## src/rtl/ram_pkg.sv

```systemverilog
// ram_pkg: shared types and helpers for the dual-port RAM.
//   state_t        - clear engine states (STATE_CLEAR, STATE_READY)
//   data_width_ok  - elaboration check that a word is a whole number of bytes
//   byte_merge     - per-byte merge of a new word into an old one under a mask;
//                    used by both the write path and the collision bypass path
package ram_pkg;

    typedef enum logic {
        STATE_CLEAR = 1'b0,
        STATE_READY = 1'b1
    } state_t;

    // Widest word the merge helper handles; callers zero-extend and truncate.
    localparam int unsigned MAX_DATA_WIDTH = 256;
    localparam int unsigned MAX_BYTES      = MAX_DATA_WIDTH / 8;

    function automatic bit data_width_ok(input int unsigned width);
        return (width != 0) && ((width % 8) == 0) && (width <= MAX_DATA_WIDTH);
    endfunction

    function automatic logic [MAX_DATA_WIDTH-1:0] byte_merge(
        input logic [MAX_DATA_WIDTH-1:0] old_word,
        input logic [MAX_DATA_WIDTH-1:0] new_word,
        input logic [MAX_BYTES-1:0]      mask
    );
        logic [MAX_DATA_WIDTH-1:0] merged;
        merged = old_word;
        for (int unsigned i = 0; i < MAX_BYTES; i++) begin
            if (mask[i]) begin
                merged[8*i +: 8] = new_word[8*i +: 8];
            end
        end
        return merged;
    endfunction

endpackage

```

## src/rtl/ram_dual_port_if.sv

```systemverilog
// ram_dual_port_if: write port, read port and control bundle of the RAM.
//   Clear_i, WriteEnable_i, WriteAddress_i, WriteData_i, ByteEnable_i,
//   ReadEnable_i, ReadAddress_i  - requests toward the RAM
//   ReadData_o, ReadValid_o, Busy_o - responses from the RAM
//   master modport: the user of the RAM; slave modport: the RAM itself.
interface ram_dual_port_if #(
    parameter int unsigned ADDRESS_WIDTH = 4,
    parameter int unsigned DATA_WIDTH    = 8
);
    localparam int unsigned BYTE_COUNT = DATA_WIDTH / 8;

    logic                     Clear_i;
    logic                     WriteEnable_i;
    logic [ADDRESS_WIDTH-1:0] WriteAddress_i;
    logic [DATA_WIDTH-1:0]    WriteData_i;
    logic [BYTE_COUNT-1:0]    ByteEnable_i;
    logic                     ReadEnable_i;
    logic [ADDRESS_WIDTH-1:0] ReadAddress_i;
    logic [DATA_WIDTH-1:0]    ReadData_o;
    logic                     ReadValid_o;
    logic                     Busy_o;

    modport master (
        output Clear_i, WriteEnable_i, WriteAddress_i, WriteData_i, ByteEnable_i,
        output ReadEnable_i, ReadAddress_i,
        input  ReadData_o, ReadValid_o, Busy_o
    );

    modport slave (
        input  Clear_i, WriteEnable_i, WriteAddress_i, WriteData_i, ByteEnable_i,
        input  ReadEnable_i, ReadAddress_i,
        output ReadData_o, ReadValid_o, Busy_o
    );

endinterface

```

## src/rtl/ram_clear_fsm.sv

```systemverilog
// ram_clear_fsm: sweeps every address once after reset or a clear request.
//   Clock, Reset          - rising-edge clock, synchronous active-high reset
//   Clear_i               - request to restart the sweep (honoured in READY)
//   clear_write_enable_c  - high while sweeping; owns the memory write port
//   clear_address         - address being cleared this cycle
//   busy                  - registered, high while sweeping
module ram_clear_fsm
    import ram_pkg::*;
#(
    parameter int unsigned ADDRESS_WIDTH = 4
) (
    input  logic                     Clock,
    input  logic                     Reset,
    input  logic                     Clear_i,
    output logic                     clear_write_enable_c,
    output logic [ADDRESS_WIDTH-1:0] clear_address,
    output logic                     busy
);

    state_t                   state;
    logic [ADDRESS_WIDTH-1:0] counter;

    // Sweep one word per cycle; the all-ones counter is the last word.
    always_ff @(posedge Clock) begin
        if (Reset) begin
            state   <= STATE_CLEAR;
            counter <= '0;
            busy    <= 1'b1;
        end else begin
            case (state)
                STATE_CLEAR: begin
                    counter <= counter + 1'b1;
                    if (&counter) begin
                        state <= STATE_READY;
                        busy  <= 1'b0;
                    end
                end
                STATE_READY: begin
                    if (Clear_i) begin
                        state   <= STATE_CLEAR;
                        counter <= '0;
                        busy    <= 1'b1;
                    end
                end
                default: begin
                    state   <= STATE_CLEAR;
                    counter <= '0;
                    busy    <= 1'b1;
                end
            endcase
        end
    end

    assign clear_write_enable_c = (state == STATE_CLEAR);
    assign clear_address        = counter;

endmodule

```

## src/rtl/ram_dual_port.sv

```systemverilog
// ram_dual_port: simple dual-port synchronous RAM with byte enables,
// registered read (latency 1, with valid strobe) and a built-in clear engine
// that writes CLEAR_VALUE to every word after reset or on Clear_i.
//   Clock, Reset - rising-edge clock, synchronous active-high reset
//   bus          - ram_dual_port_if slave: write port, read port, clear, busy
// Build option: define RAM_BYPASS_EN for write-first forwarding on a
// same-address read/write collision; default is read-first.
module ram_dual_port
    import ram_pkg::*;
#(
    parameter int unsigned          ADDRESS_WIDTH = 4,
    parameter int unsigned          DATA_WIDTH    = 8,
    parameter logic [DATA_WIDTH-1:0] CLEAR_VALUE  = '0
) (
    input  logic             Clock,
    input  logic             Reset,
    ram_dual_port_if.slave   bus
);

    localparam int unsigned DEPTH      = 2 ** ADDRESS_WIDTH;
    localparam int unsigned BYTE_COUNT = DATA_WIDTH / 8;

    if (!data_width_ok(DATA_WIDTH)) begin : g_width_check
        $error("ram_dual_port: DATA_WIDTH must be a non-zero multiple of 8");
    end

    logic [DATA_WIDTH-1:0]    mem [DEPTH];
    logic                     clear_write_enable_c;
    logic [ADDRESS_WIDTH-1:0] clear_address;
    logic                     busy;
    logic [DATA_WIDTH-1:0]    stored_word_c;
    logic [DATA_WIDTH-1:0]    read_word_c;

    ram_clear_fsm #(
        .ADDRESS_WIDTH (ADDRESS_WIDTH)
    ) u_clear_fsm (
        .Clock                (Clock),
        .Reset                (Reset),
        .Clear_i              (bus.Clear_i),
        .clear_write_enable_c (clear_write_enable_c),
        .clear_address        (clear_address),
        .busy                 (busy)
    );

    assign bus.Busy_o = busy;

    // Write port: clear sweep has priority; nothing is written on a reset edge.
    always_ff @(posedge Clock) begin
        if (!Reset) begin
            if (clear_write_enable_c) begin
                mem[clear_address] <= CLEAR_VALUE;
            end else if (bus.WriteEnable_i) begin
                mem[bus.WriteAddress_i] <= DATA_WIDTH'(byte_merge(
                    MAX_DATA_WIDTH'(mem[bus.WriteAddress_i]),
                    MAX_DATA_WIDTH'(bus.WriteData_i),
                    MAX_BYTES'(bus.ByteEnable_i)));
            end
        end
    end

    assign stored_word_c = mem[bus.ReadAddress_i];

`ifdef RAM_BYPASS_EN
    // Same-address collision returns the word as it will be after the write.
    always_comb begin
        read_word_c = stored_word_c;
        if (bus.WriteEnable_i && (bus.WriteAddress_i == bus.ReadAddress_i)) begin
            read_word_c = DATA_WIDTH'(byte_merge(
                MAX_DATA_WIDTH'(stored_word_c),
                MAX_DATA_WIDTH'(bus.WriteData_i),
                MAX_BYTES'(bus.ByteEnable_i)));
        end
    end
`else
    assign read_word_c = stored_word_c;
`endif

    // Read register: data holds unless a read is accepted outside a sweep.
    always_ff @(posedge Clock) begin
        if (Reset) begin
            bus.ReadData_o  <= '0;
            bus.ReadValid_o <= 1'b0;
        end else if (clear_write_enable_c || !bus.ReadEnable_i) begin
            bus.ReadValid_o <= 1'b0;
        end else begin
            bus.ReadData_o  <= read_word_c;
            bus.ReadValid_o <= 1'b1;
        end
    end

    logic unused_bytes;
    assign unused_bytes = (BYTE_COUNT == 0);

endmodule

```

## src/flat_wrapper.sv

```systemverilog
// flat-port wrapper written by rule: the top's interface ports become plain ports
module ram_dual_port_flat import ram_pkg::*;
#(
    parameter int unsigned          ADDRESS_WIDTH = 4,
    parameter int unsigned          DATA_WIDTH    = 8,
    parameter logic [DATA_WIDTH-1:0] CLEAR_VALUE  = '0
)
  (Clock, Reset, bus_Clear_i, bus_WriteEnable_i, bus_WriteAddress_i, bus_WriteData_i, bus_ByteEnable_i, bus_ReadEnable_i, bus_ReadAddress_i, bus_ReadData_o, bus_ReadValid_o, bus_Busy_o);
  ram_dual_port_if #(.ADDRESS_WIDTH(ADDRESS_WIDTH), .DATA_WIDTH(DATA_WIDTH)) bus_i ();
  input  logic Clock;
  input  logic Reset;
  input wire logic [$bits(bus_i.Clear_i)-1:0] bus_Clear_i;
  input wire logic [$bits(bus_i.WriteEnable_i)-1:0] bus_WriteEnable_i;
  input wire logic [$bits(bus_i.WriteAddress_i)-1:0] bus_WriteAddress_i;
  input wire logic [$bits(bus_i.WriteData_i)-1:0] bus_WriteData_i;
  input wire logic [$bits(bus_i.ByteEnable_i)-1:0] bus_ByteEnable_i;
  input wire logic [$bits(bus_i.ReadEnable_i)-1:0] bus_ReadEnable_i;
  input wire logic [$bits(bus_i.ReadAddress_i)-1:0] bus_ReadAddress_i;
  output wire logic [$bits(bus_i.ReadData_o)-1:0] bus_ReadData_o;
  output wire logic [$bits(bus_i.ReadValid_o)-1:0] bus_ReadValid_o;
  output wire logic [$bits(bus_i.Busy_o)-1:0] bus_Busy_o;
  assign bus_i.Clear_i = bus_Clear_i;
  assign bus_i.WriteEnable_i = bus_WriteEnable_i;
  assign bus_i.WriteAddress_i = bus_WriteAddress_i;
  assign bus_i.WriteData_i = bus_WriteData_i;
  assign bus_i.ByteEnable_i = bus_ByteEnable_i;
  assign bus_i.ReadEnable_i = bus_ReadEnable_i;
  assign bus_i.ReadAddress_i = bus_ReadAddress_i;
  assign bus_ReadData_o = bus_i.ReadData_o;
  assign bus_ReadValid_o = bus_i.ReadValid_o;
  assign bus_Busy_o = bus_i.Busy_o;
  ram_dual_port #(.ADDRESS_WIDTH(ADDRESS_WIDTH), .DATA_WIDTH(DATA_WIDTH), .CLEAR_VALUE(CLEAR_VALUE)) u_core (.Clock(Clock), .Reset(Reset), .bus(bus_i));
endmodule
```

## config.mk

```make
export PLATFORM = sky130hd
export DESIGN_NAME = ram_dual_port_flat
export DESIGN_NICKNAME = d
export VERILOG_FILES = /design/src/rtl/ram_pkg.sv /design/src/rtl/ram_dual_port_if.sv /design/src/rtl/ram_clear_fsm.sv /design/src/rtl/ram_dual_port.sv /design/src/flat_wrapper.sv
export SDC_FILE = /design/constraint.sdc
export NUM_CORES = 1
export LEC_CHECK = 0
export ABC_AREA = 1
export CAP_MARGIN = 20
export CORE_ASPECT_RATIO = 0.75
export CORE_UTILIZATION = 55
export CTS_CLUSTER_DIAMETER = 200
export DETAILED_ROUTE_END_ITERATION = 10
export GPL_TIMING_DRIVEN = 0
export PLACE_DENSITY = 0.84
export SLEW_MARGIN = 25
export SYNTH_ARGS = -nofsm -noshare
export SYNTH_HDL_FRONTEND = slang
export SYNTH_SLANG_ARGS = --single-unit
```

## constraint.sdc

```tcl
create_clock -name Clock -period 3.5 [get_ports Clock]
set_input_delay 0.35 -clock Clock [delete_from_list [all_inputs] [get_ports Clock]]
set_output_delay 0.35 -clock Clock [all_outputs]
set_load 0.1 [all_outputs]
```

==> summary.md <==
| Metric | Value |
|---|---|
| Status | `completed` |
| Syn nets | `about 580` |
| Library cells used by synthesis | `24` |
| Buf/Inv on CP | `2` |
| Max rail drop VDD | `roughly 0.00042 V` |
| Io pins | `32` |
| Mapped Cells | `about 550` |
| P&R area growth vs syn | `17.6%` |
| Fin worst setup slack | `~1.1 ns` |
| Crit path kind | `in2reg` |
| Hold_ws | `0.406 ns` |
| Setup repair bufs after CTS | `0` |
| Initial antenna violation count | `0` |
| Bufs on Longest Clock Path | `2` |
| Max incr delay on CP | `0.72 ns` |
| Worst Path Required | `approximately 3.6 ns` |
| Rel. slew slack | `33.3%` |
| Initial DRC count | `599` |
| Grt ovf | `0` |
| Number of I/O port buffers | `28` |
| Final #Nets | `623` |
| Post-Place Cells | `717` |
| Reg area | `0.00414 mm²` |
| Crit-path leading delay family | `simple AND/OR/NAND/NOR gates` |
| GPL Wtd Cong | `0.917` |
| Reg-to-reg critical path startpoint | `u_core.u_clear_fsm.state` |
| Vias per cell | `between 5 and 6` |
| Vert. Die Dim | `just over 90 µm` |
| Core region area | `between 0.01 and 0.015 mm²` |
| Commonest cells after routing, fill and taps aside | `nand2_1, edfxtp_1, nand3_1` |
| Fillers | `slightly below 700` |
| Area occupied by multi-input gates | `about 0.0015 mm²` |
| Final count of hold timing violations | `0` |
| CP Capture Type | `register` |
| Startpoint types | `primary input` |
| Mapped Area | `slightly below 0.006 mm²` |
| Hold bufs inserted after CTS | `0` |
| CTS tree | `built` |
| Clock sink total | `143` |
| Slew @ Worst Pin | `~1 ns` |
| Clock skew | `about 0.0058 ns` |
| First-pass GRT wire length | `22,300 µm` |
| Worst setup startpoint | `Reset` |
| Placed wire-length estimate | `9550 µm` |
| Fmax | `about 400 MHz` |
| Syn. warnings | `0` |
| Worst Hold Class | `in2reg` |
| Via count | `approximately 4,400` |
| TritonCTS Buffers | `17` |
| CP cell instances | `clkdlybuf4s50_1 -> inv_1 -> nand4_4 -> o21ai_1 -> nand2_1 -> nor2_1` |
| Flops & latches, synth | `approximately 140` |
| CP max stage cell | `nor2_1` |
| Number of diodes | `0` |
| Mean area per synthesized cell | `~11 µm²` |
| Initial DRT Pass Iterations | `6` |
| Final Max Slew Viols | `0` |
| Vias in the first global route | `roughly 4,200` |
| DRT antenna net count | `0` |
| Max-Cap Viols | `0` |
| Setup TNS | `0 ns` |
| Most common cell after layout, fill and taps aside | `nand2_1` |
| Place WS | `between 0.7 and 0.8 ns` |
| H-tree depth | `4` |
| Clk_lat worst skew | `0.42 ns` |
| RSZ-0062 raised after global routing | `false` |
| PD cells | `between 500 and 600 mW/mm²` |
| Post-route insts no fill | `around 750` |
| Crit Path Max Fanout | `8` |
| Drt total wl | `approximately 15,000 µm` |
| Hold path start | `bus_ReadAddress_i[3]` |
| Initial core utilization | `57.2%` |
| Root buffer cell | `clkbuf_16` |
| Sequential-to-total area share from yosys stat | `69.8%` |
| Post-CTS sizing | `0` |
| Final Cycle Share | `69.6%` |
| FF-to-FF setup slack | `between 1 and 1.5 ns` |
| DR DRC count | `0` |
| Crit path arrival time | `~2.5 ns` |
| Clock Pin Slew Worst Setup and Hold Paths | `roughly 0.060 ns` |
| Pin count of the biggest net entering global routing | `17` |
| Leak pwr | `~2.6 nW` |
| Layout cells sized above 1 | `about a tenth` |
| Setup Viol. Count Final | `0` |
| Fin crit period | `2.44 ns` |
| GRT Total Usage | `28.0%` |
| Placement Rows | `32` |
| DIE WIDTH | `about 120 µm` |
| Post-DR wirelength/cell | `between 15 and 20 µm` |
| Die area | `~0.011 mm²` |
==> where the power goes <==
group | internal [mW] | switching [mW]
clock | 1.10 | 0.670
sequential | 1.86 | 0.00871
combinational | 0.0755 | 0.152
total | 3.04 | 0.832
==> per-stage QoR <==
stage / utilization [%] / instance area, µm² / power [mW]
floorplan: - / 5930 / 2.04
detailed placement: 61.7 / 6400 / 2.12
global placement: 61.6 / 6380 / 2.11
finish: 67.3 / 6980 / 3.87
global route: 67.3 / 6980 / 3.95
CTS: 67.3 / 6970 / 3.85
==> layer usage <==
layer  GRT usage (%)  wire length [µm]  vias to the layer above
met5               0                 0                        -
met4            10.6               382                        0
met3            8.64              1640                       43
met2            41.6              6640                      285
met1            38.8              5880                     2092
li1                -                 -                     1979
==> worst paths after layout <==
check                                         to  depth (start not counted)
max                            u_core.mem[11][3]                          6
max reg2reg                    u_core.mem[11][3]                          4
min reg2reg  u_core.u_clear_fsm.clear_address[1]                          2
min                     u_core.bus.ReadData_o[0]                          5
==> cell usage after synthesis <==
| cell type | number | area [µm²] |
|---|---|---|
| nand2_1 | 180 | 676 |
| nand4_4 | 1 | 21.3 |
| nor3_1 | 1 | 5.00 |
| nand4_1 | 1 | 6.26 |
| buf_6 | 1 | 11.3 |
| a21oi_1 | 5 | 25.0 |
| buf_2 | 13 | 65.1 |
| o21ai_2 | 2 | 17.5 |
| buf_1 | 1 | 3.75 |
| a31o_2 | 1 | 8.76 |
| nand2_2 | 3 | 18.8 |
| ha_1 | 1 | 12.5 |
| edfxtp_1 | 128 | 3840 |
| and3_1 | 1 | 6.26 |
| nor2_1 | 42 | 158 |
| clkbuf_1 | 6 | 22.5 |
| or2_2 | 1 | 6.26 |
| buf_4 | 6 | 45.0 |
| o21ai_0 | 2 | 10.0 |
| o21ai_1 | 3 | 15.0 |
| inv_2 | 2 | 7.51 |
| dfxtp_1 | 15 | 300 |
| nand3_1 | 108 | 541 |
| inv_1 | 29 | 109 |
==> layout make-up <==
cell class | count | area share (%)
plain buffers | 27 | 2.11
clock buffers | 18 | 6.15
clock inverters | 14 | 2.11
inverters | 31 | 1.67
multi-input cells | 352 | 22.2
flip-flops and latches | 143 | 59.4
well taps | 136 | 2.44
repair buffers | 28 | 4.01
==> cell families after synthesis <==
logic type | Yosys count | synth area share [%]
buffers and inverters | 58 | 4.45
AO/OA/AOI/OAI | 13 | 1.29
AND/OR/NAND/NOR | 338 | 24.2
adder cells (fa/ha/maj) | 1 | 0.211
flip-flops | 143 | 69.8
==> worst min-delay path, cell delays in order <==
cell and delay [ns]:
clkbuf_1 0.16, nand2_1 0.10, nand3_1 0.07, nand2_1 0.06
inv_1 0.03
==> flip-flops by register name (all words and copies together), names as in the netlist <==
register                          flops
u_core.bus.ReadData_o                 8
u_core.bus.ReadValid_o                1
u_core.mem                          128
u_core.u_clear_fsm.busy               1
u_core.u_clear_fsm.clear_address      4
u_core.u_clear_fsm.state              1
(Power assumes the default switching activity.)
